### config.mk
export PLATFORM = sky130hd
export DESIGN_NAME = vga_sync_out
export DESIGN_NICKNAME = d
export VERILOG_FILES = /design/src/rtl/vga_sync_out.sv
export SDC_FILE = /design/constraint.sdc
export NUM_CORES = 1
export LEC_CHECK = 0
export BUFFER_PORTS_ARGS = -buffer_cell sky130_fd_sc_hd__buf_4
export CAP_MARGIN = 20
export CORE_MARGIN = 1
export CORE_UTILIZATION = 46
export CTS_BUF_LIST = sky130_fd_sc_hd__clkbuf_16
export DETAILED_ROUTE_END_ITERATION = 8
export PLACE_DENSITY = 0.82
export SYNTH_ARGS = -nofsm -noshare
export SYNTH_HDL_FRONTEND = slang
export SYNTH_SLANG_ARGS = --single-unit
### constraint.sdc
create_clock -name clk -period 1.59 [get_ports clk]
set_input_delay 0.2385 -clock clk [delete_from_list [all_inputs] [get_ports clk]]
set_output_delay 0.2385 -clock clk [all_outputs]
set_load 0.02 [all_outputs]
### src/rtl/vga_sync_out.sv
// 640x480@60 VGA timing generator: pixel-strobe divider, h/v counters, and
// registered sync/colour outputs that only change on the pixel strobe.
module vga_sync_out #(
    parameter int   CLK_DIV  = 4,
    parameter int   H_VIS    = 640,
    parameter int   H_FP     = 16,
    parameter int   H_SYNC   = 96,
    parameter int   H_BP     = 48,
    parameter int   V_VIS    = 480,
    parameter int   V_FP     = 10,
    parameter int   V_SYNC   = 2,
    parameter int   V_BP     = 33,
    parameter logic SYNC_POL = 1'b0
) (
    input  logic       clk,
    input  logic       reset,
    input  logic [7:0] rgb_in,
    output logic [9:0] pixel_x,
    output logic [9:0] pixel_y,
    output logic       video_on,
    output logic       p_tick,
    output logic       frame_start,
    output logic       hsync,
    output logic       vsync,
    output logic [7:0] rgb
);

    localparam int H_TOTAL = H_VIS + H_FP + H_SYNC + H_BP;
    localparam int V_TOTAL = V_VIS + V_FP + V_SYNC + V_BP;
    localparam int DIV_W   = (CLK_DIV > 1) ? $clog2(CLK_DIV) : 1;

    localparam logic [DIV_W-1:0] DIV_LAST = DIV_W'(CLK_DIV - 1);
    localparam logic [9:0]       H_LAST   = 10'(H_TOTAL - 1);
    localparam logic [9:0]       V_LAST   = 10'(V_TOTAL - 1);
    // Window bounds are 11 bits so an end bound of exactly 1024 still compares correctly.
    localparam logic [10:0]      H_VIS_E  = 11'(H_VIS);
    localparam logic [10:0]      V_VIS_E  = 11'(V_VIS);
    localparam logic [10:0]      HS_BEG   = 11'(H_VIS + H_FP);
    localparam logic [10:0]      HS_END   = 11'(H_VIS + H_FP + H_SYNC);
    localparam logic [10:0]      VS_BEG   = 11'(V_VIS + V_FP);
    localparam logic [10:0]      VS_END   = 11'(V_VIS + V_FP + V_SYNC);

    generate
        if (CLK_DIV < 1) begin : g_bad_div
            $error("vga_sync_out: CLK_DIV must be at least 1");
        end
        if (H_TOTAL > 1024 || V_TOTAL > 1024) begin : g_bad_total
            $error("vga_sync_out: line/frame totals must fit 10-bit counters");
        end
    endgenerate

    logic [DIV_W-1:0] div_q, div_d;
    logic [9:0]       h_cnt_q, h_cnt_d;
    logic [9:0]       v_cnt_q, v_cnt_d;
    logic             hsync_q, hsync_d;
    logic             vsync_q, vsync_d;
    logic [7:0]       rgb_q, rgb_d;

    logic        tick;
    logic        h_wrap;
    logic        v_wrap;
    logic        vis;
    logic        hs_act;
    logic        vs_act;
    logic [10:0] h_ext;
    logic [10:0] v_ext;

    always_comb begin
        h_ext  = {1'b0, h_cnt_q};
        v_ext  = {1'b0, v_cnt_q};
        tick   = (div_q == DIV_LAST);
        h_wrap = (h_cnt_q == H_LAST);
        v_wrap = (v_cnt_q == V_LAST);
        vis    = (h_ext < H_VIS_E) && (v_ext < V_VIS_E);
        hs_act = (h_ext >= HS_BEG) && (h_ext < HS_END);
        vs_act = (v_ext >= VS_BEG) && (v_ext < VS_END);
    end

    always_comb begin
        div_d   = tick ? '0 : div_q + 1'b1;
        h_cnt_d = h_cnt_q;
        v_cnt_d = v_cnt_q;
        hsync_d = hsync_q;
        vsync_d = vsync_q;
        rgb_d   = rgb_q;
        if (tick) begin
            h_cnt_d = h_wrap ? 10'd0 : h_cnt_q + 10'd1;
            if (h_wrap) begin
                v_cnt_d = v_wrap ? 10'd0 : v_cnt_q + 10'd1;
            end
            // Outputs take the pre-increment count: a fixed one-pixel lag shared by all three.
            hsync_d = hs_act ? SYNC_POL : ~SYNC_POL;
            vsync_d = vs_act ? SYNC_POL : ~SYNC_POL;
            rgb_d   = vis ? rgb_in : 8'h00;
        end
    end

    always_ff @(posedge clk) begin
        if (reset) begin
            div_q   <= '0;
            h_cnt_q <= 10'd0;
            v_cnt_q <= 10'd0;
            hsync_q <= ~SYNC_POL;
            vsync_q <= ~SYNC_POL;
            rgb_q   <= 8'h00;
        end else begin
            div_q   <= div_d;
            h_cnt_q <= h_cnt_d;
            v_cnt_q <= v_cnt_d;
            hsync_q <= hsync_d;
            vsync_q <= vsync_d;
            rgb_q   <= rgb_d;
        end
    end

    assign pixel_x     = h_cnt_q;
    assign pixel_y     = v_cnt_q;
    assign video_on    = vis;
    assign p_tick      = tick;
    assign frame_start = tick && (h_cnt_q == 10'd0) && (v_cnt_q == 10'd0);
    assign hsync       = hsync_q;
    assign vsync       = vsync_q;
    assign rgb         = rgb_q;

endmodule

==> results_tabular.tex <==
\begin{tabular}{lr}
\hline
Metric & Value \\
\hline
\multicolumn{2}{l}{\textbf{Status}} \\
\quad Run status & complete, but fails checks \\
\quad Violations in the final reports & setup timing \\
\multicolumn{2}{l}{\textbf{Flow run}} \\
\quad Max Cap Violations & 0 \\
\multicolumn{2}{l}{\textbf{Setup path}} \\
\quad Type of origin of the critical path & flop \\
\quad Worst setup path start & pixel\_y[8] \\
\quad Chain of cells forming the critical path & nor4\_4 -> buf\_4 -> nand4\_1 -> nor3\_4 -> buf\_6 \\
\quad Path depth of the worst reg2reg path & 5 \\
\quad Critical path arrival & 1.55 ns \\
\quad Cell with the biggest individual delay on the critical path & dfxtp\_2 \\
\quad Startpoint of the most critical register-to-register path & div\_q[0] \\
\quad Maximum single-stage delay on the critical path & 0.34 ns \\
\quad Data required time at the worst endpoint & 1.35 ns \\
\quad Largest fanout on the critical path & 2 \\
\quad Crit path capture type & output pin \\
\quad Type of the worst setup path & reg -> out \\
\multicolumn{2}{l}{\textbf{Detailed routing}} \\
\quad DRC errors left & 0 \\
\quad Count of TritonRoute iterations in the first routing pass & 4 \\
\quad Total Routed Length & 5180 um \\
\quad Via count & 1663 \\
\quad Antenna Violating Nets Remaining & 0 \\
\quad Routed via count divided by cell count & 5.71 \\
\quad Iter 0 DRT Violations & 92 \\
\quad Drt wl/cell & 17.8 um \\
\multicolumn{2}{l}{\textbf{Cells and area}} \\
\quad Post-synthesis to final-layout area growth & 69.4\% \\
\quad Number of fill cells in the layout & 182 \\
\quad Total number of nets in the final design & 261 \\
\quad Finished Cell Area & 0.00254 sq mm \\
\quad Multi-input logic area & 992 sq um \\
\quad Combined flip-flop and latch cell area & 676 sq um \\
\quad Post-layout utilization of the core & 0.827 \\
\quad Share of layout cells above drive strength 1 & 0.587 \\
\quad Number of diodes added for antenna fixing & 0 \\
\multicolumn{2}{l}{\textbf{STA}} \\
\quad Number of endpoints failing setup at the final stage & 8 \\
\quad Slew Limit Headroom & 0.768 \\
\quad Setup slack of the critical path after layout & -0.203 ns \\
\quad Final Hold Fails & 0 \\
\quad Max Clock Freq & 558 MHz \\
\quad Final Skew & 0.00480 ns \\
\quad Least-Margin Pin Slew & 0.345 ns \\
\quad Post-layout minimum cycle time & 1.79 ns \\
\quad Period Utilization, post-route & 1.13 \\
\quad Pins Over Slew Limit & 0 \\
\quad RSZ-0062 raised after global routing & yes \\
\multicolumn{2}{l}{\textbf{Clock tree}} \\
\quad CTS H-tree lvls & 2 \\
\quad Number of buffers inserted during clock tree synthesis & 5 \\
\quad Clk buf depth & 2 \\
\quad TritonCTS clock tree & yes \\
\quad Clock network latency to the later pin of the worst-skew pair & 0.28 ns \\
\quad Clock root buffer & clkbuf\_16 \\
\quad Number of sinks on the clock net & 32 \\
\quad Clock-pin slew on the worst setup and hold paths & 0.06 ns \\
\quad Post-CTS Hold Fix Bufs & 0 \\
\multicolumn{2}{l}{\textbf{Floorplan}} \\
\quad Die extent in y & 59.2 um \\
\quad X dimension of the die & 59.2 um \\
\quad I/O pin total & 43 \\
\quad Area of the core region & 0.00308 sq mm \\
\quad Total number of placement rows & 20 \\
\quad Effective utilization at floorplan & 0.488 \\
\quad Die Footprint & 0.00350 sq mm \\
\multicolumn{2}{l}{\textbf{Synthesis}} \\
\quad Share of synthesized flip-flops with an asynchronous set or reset & 0 \\
\quad Top cells by count, synth & 32 x dfxtp\_1, 19 x nor2\_1, 8 x a22o\_1, 8 x nand4\_1 \\
\quad Sequential cell area fraction in the yosys report & 0.426 \\
\quad Cell with the most instances after synthesis & dfxtp\_1 \\
\quad Post-synthesis mux area share & 0 \\
\quad Post-Synthesis Net Count & 177 \\
\quad Post-synth EDFFs & 0 \\
\quad Post-Synthesis Cells & 162 \\
\quad Synthesized-area fraction occupied by and/or/nand/nor cells & 0.320 \\
\quad Flip-flop and latch count after synthesis & 32 \\
\quad Leading area contributor after synthesis & dfxtp\_1 \\
\quad Unique masters post-synth & 38 \\
\quad Average instance area after synthesis & 9.28 sq um \\
\quad Fraction of post-synthesis cell area in the top cell type by area & 0.426 \\
\quad Combinational family with the most area after synthesis & simple AND/OR/NAND/NOR gates \\
\quad Synth warnings & 0 \\
\quad Dominant synthesized flop cell & dfxtp\_1 \\
\quad Summed instance area of the synthesized netlist & 0.00150 sq mm \\
\quad Compound-gate portion of the synthesized area & 0.105 \\
\quad Cell types with the largest area share after synthesis & dfxtp\_1 43\%, nor2\_1 4.7\%, a22o\_1 4.7\%, ha\_1 4.2\%, xnor2\_1 4.1\% \\
\quad Synthesized-area fraction occupied by xor and xnor cells & 0.0758 \\
\quad Adder-Cell Fraction of Synth Area & 0.0416 \\
\multicolumn{2}{l}{\textbf{Placement}} \\
\quad Pre-CTS setup slack & -0.102 ns \\
\quad Port-buffer cells & 42 \\
\quad RePlAce Congestion & 0.919 \\
\quad Post-detail-place hpwl & 3040 um \\
\quad DP Area & 0.00213 sq mm \\
\multicolumn{2}{l}{\textbf{Power and ir drop}} \\
\quad Gate power share & 0.082 \\
\quad Switching fraction of total power & 0.234 \\
\quad Static Leak & 1.07 nW \\
\quad Reported net switching power & 452 uW \\
\quad Fraction of power consumed by sequential logic & 0.430 \\
\quad Peak ir drop on the vdd network & 0.689 mV \\
\quad Cell-internal power & 1.48 mW \\
\quad Power Density & 759 mW/mm\^{}2 \\
\quad Clock network power share & 0.488 \\
\multicolumn{2}{l}{\textbf{Global route}} \\
\quad Pin count of the biggest net entering global routing & 15 \\
\quad Number of global-route vias before repair & 1495 \\
\quad Global-route wire length before repair & 7230 um \\
\quad Final global-route overflow total & 0 \\
\quad Initial antenna violation count & 0 \\
\quad Global routing usage summed across all routing layers & 0.285 \\
\multicolumn{2}{l}{\textbf{Min path}} \\
\quad Hold-critical path depth & 2 \\
\quad Class of the worst hold path & in -> reg \\
\quad Hold path start & rgb\_in[3] \\
\hline
\end{tabular}
stage by stage:
stage	std cells	TNS (ns)	power [mW]	hold slack [ns]
global placement	272	-0.0629	0.970	0.417
floorplan	162	-0.127	0.911	0.364
finish	291	-0.890	1.93	0.166
detailed placement	272	-0.165	0.975	0.432
global route	291	-1.35	2.00	0.160
CTS	283	-0.455	1.92	0.162
worst max-delay path, delay by kind of cell, from the launching register on:
family                 cells  cell delay [ns]
and+or+nand+nor            3             0.64
DFF                        1             0.34
buffers and inverters      2             0.30
worst paths after layout:
path              slack (ns)     endpoint
setup / recovery       -0.20  frame_start
hold reg to reg         0.48       rgb[1]
hold / removal          0.17       rgb[3]
setup reg to reg       -0.20   pixel_y[9]
area by class of cell:
cell class | instances | area share
Timing Repair Buffer | 83 | 0.254
Clock inverter | 3 | 0.00934
Multi-Input combinational cell | 118 | 0.390
Inverter | 6 | 0.0108
Clock buffer | 5 | 0.0492
Tap cell | 44 | 0.0216
Sequential cell | 32 | 0.265
repair_timing:
action                     4_1_cts  5_1_grt
setup buffers                    3        8
resized for setup               20       28
setup endpoints to repair        6       22
pin swaps                        7       17
sequential cells by signal, summed over array words and instances (netlist names):
signal,cells
div_q,2
rgb,8
hsync,1
pixel_y,10
vsync,1
pixel_x,10
logic make-up (layout without fill, tap and decap cells):
family | count (synthesis) | count (layout)
buf+inv | 12 | 97
compound gates | 22 | 22
fa+ha+maj | 5 | 5
flops | 32 | 32
simple gates | 78 | 78
xor+xnor | 13 | 13
layer usage:
| metal | GRT usage | share of wire | vias up |
|---|---|---|---|
| met3 | 0.0917 | 0.059 | 20 |
| met5 | 0 | 0 | - |
| met1 | 0.316 | 0.38 | 801 |
| met2 | 0.485 | 0.53 | 91 |
| li1 | - | - | 751 |
| met4 | 0.150 | 0.027 | 0 |
power by group through the flow:
stage,logic (mW),clock network (mW),registers (mW)
after floorplan,0.0548,0,0.856
after global placement,0.129,0,0.842
after detailed placement,0.132,0,0.843
after CTS,0.140,0.955,0.827
after global routing,0.170,0.996,0.831
final,0.159,0.941,0.830
cell usage in the layout (no fill, tap or decap), types with 3 or more instances in the layout:
| cell | netlist | layout |
|---|---|---|
| nand4_1 | 8 | 8 |
| a21oi_1 | 7 | 5 |
| clkbuf_16 | 0 | 5 |
| dfxtp_2 | 0 | 16 |
| inv_1 | 6 | 4 |
| o21ai_0 | 3 | 3 |
| nand3_1 | 7 | 6 |
| nand3b_1 | 3 | 3 |
| ha_4 | 0 | 3 |
| nor2_2 | 0 | 4 |
| a22o_1 | 8 | 8 |
| dfxtp_4 | 0 | 4 |
| xor2_1 | 6 | 5 |
| nand2_1 | 5 | 5 |
| buf_6 | 0 | 6 |
| nor4_1 | 5 | 4 |
| nor2_1 | 19 | 14 |
| xnor2_1 | 7 | 7 |
| nand2b_1 | 5 | 4 |
| dfxtp_1 | 32 | 12 |
| buf_4 | 0 | 77 |
No activity file was read; power rests on OpenSTA's default activity.
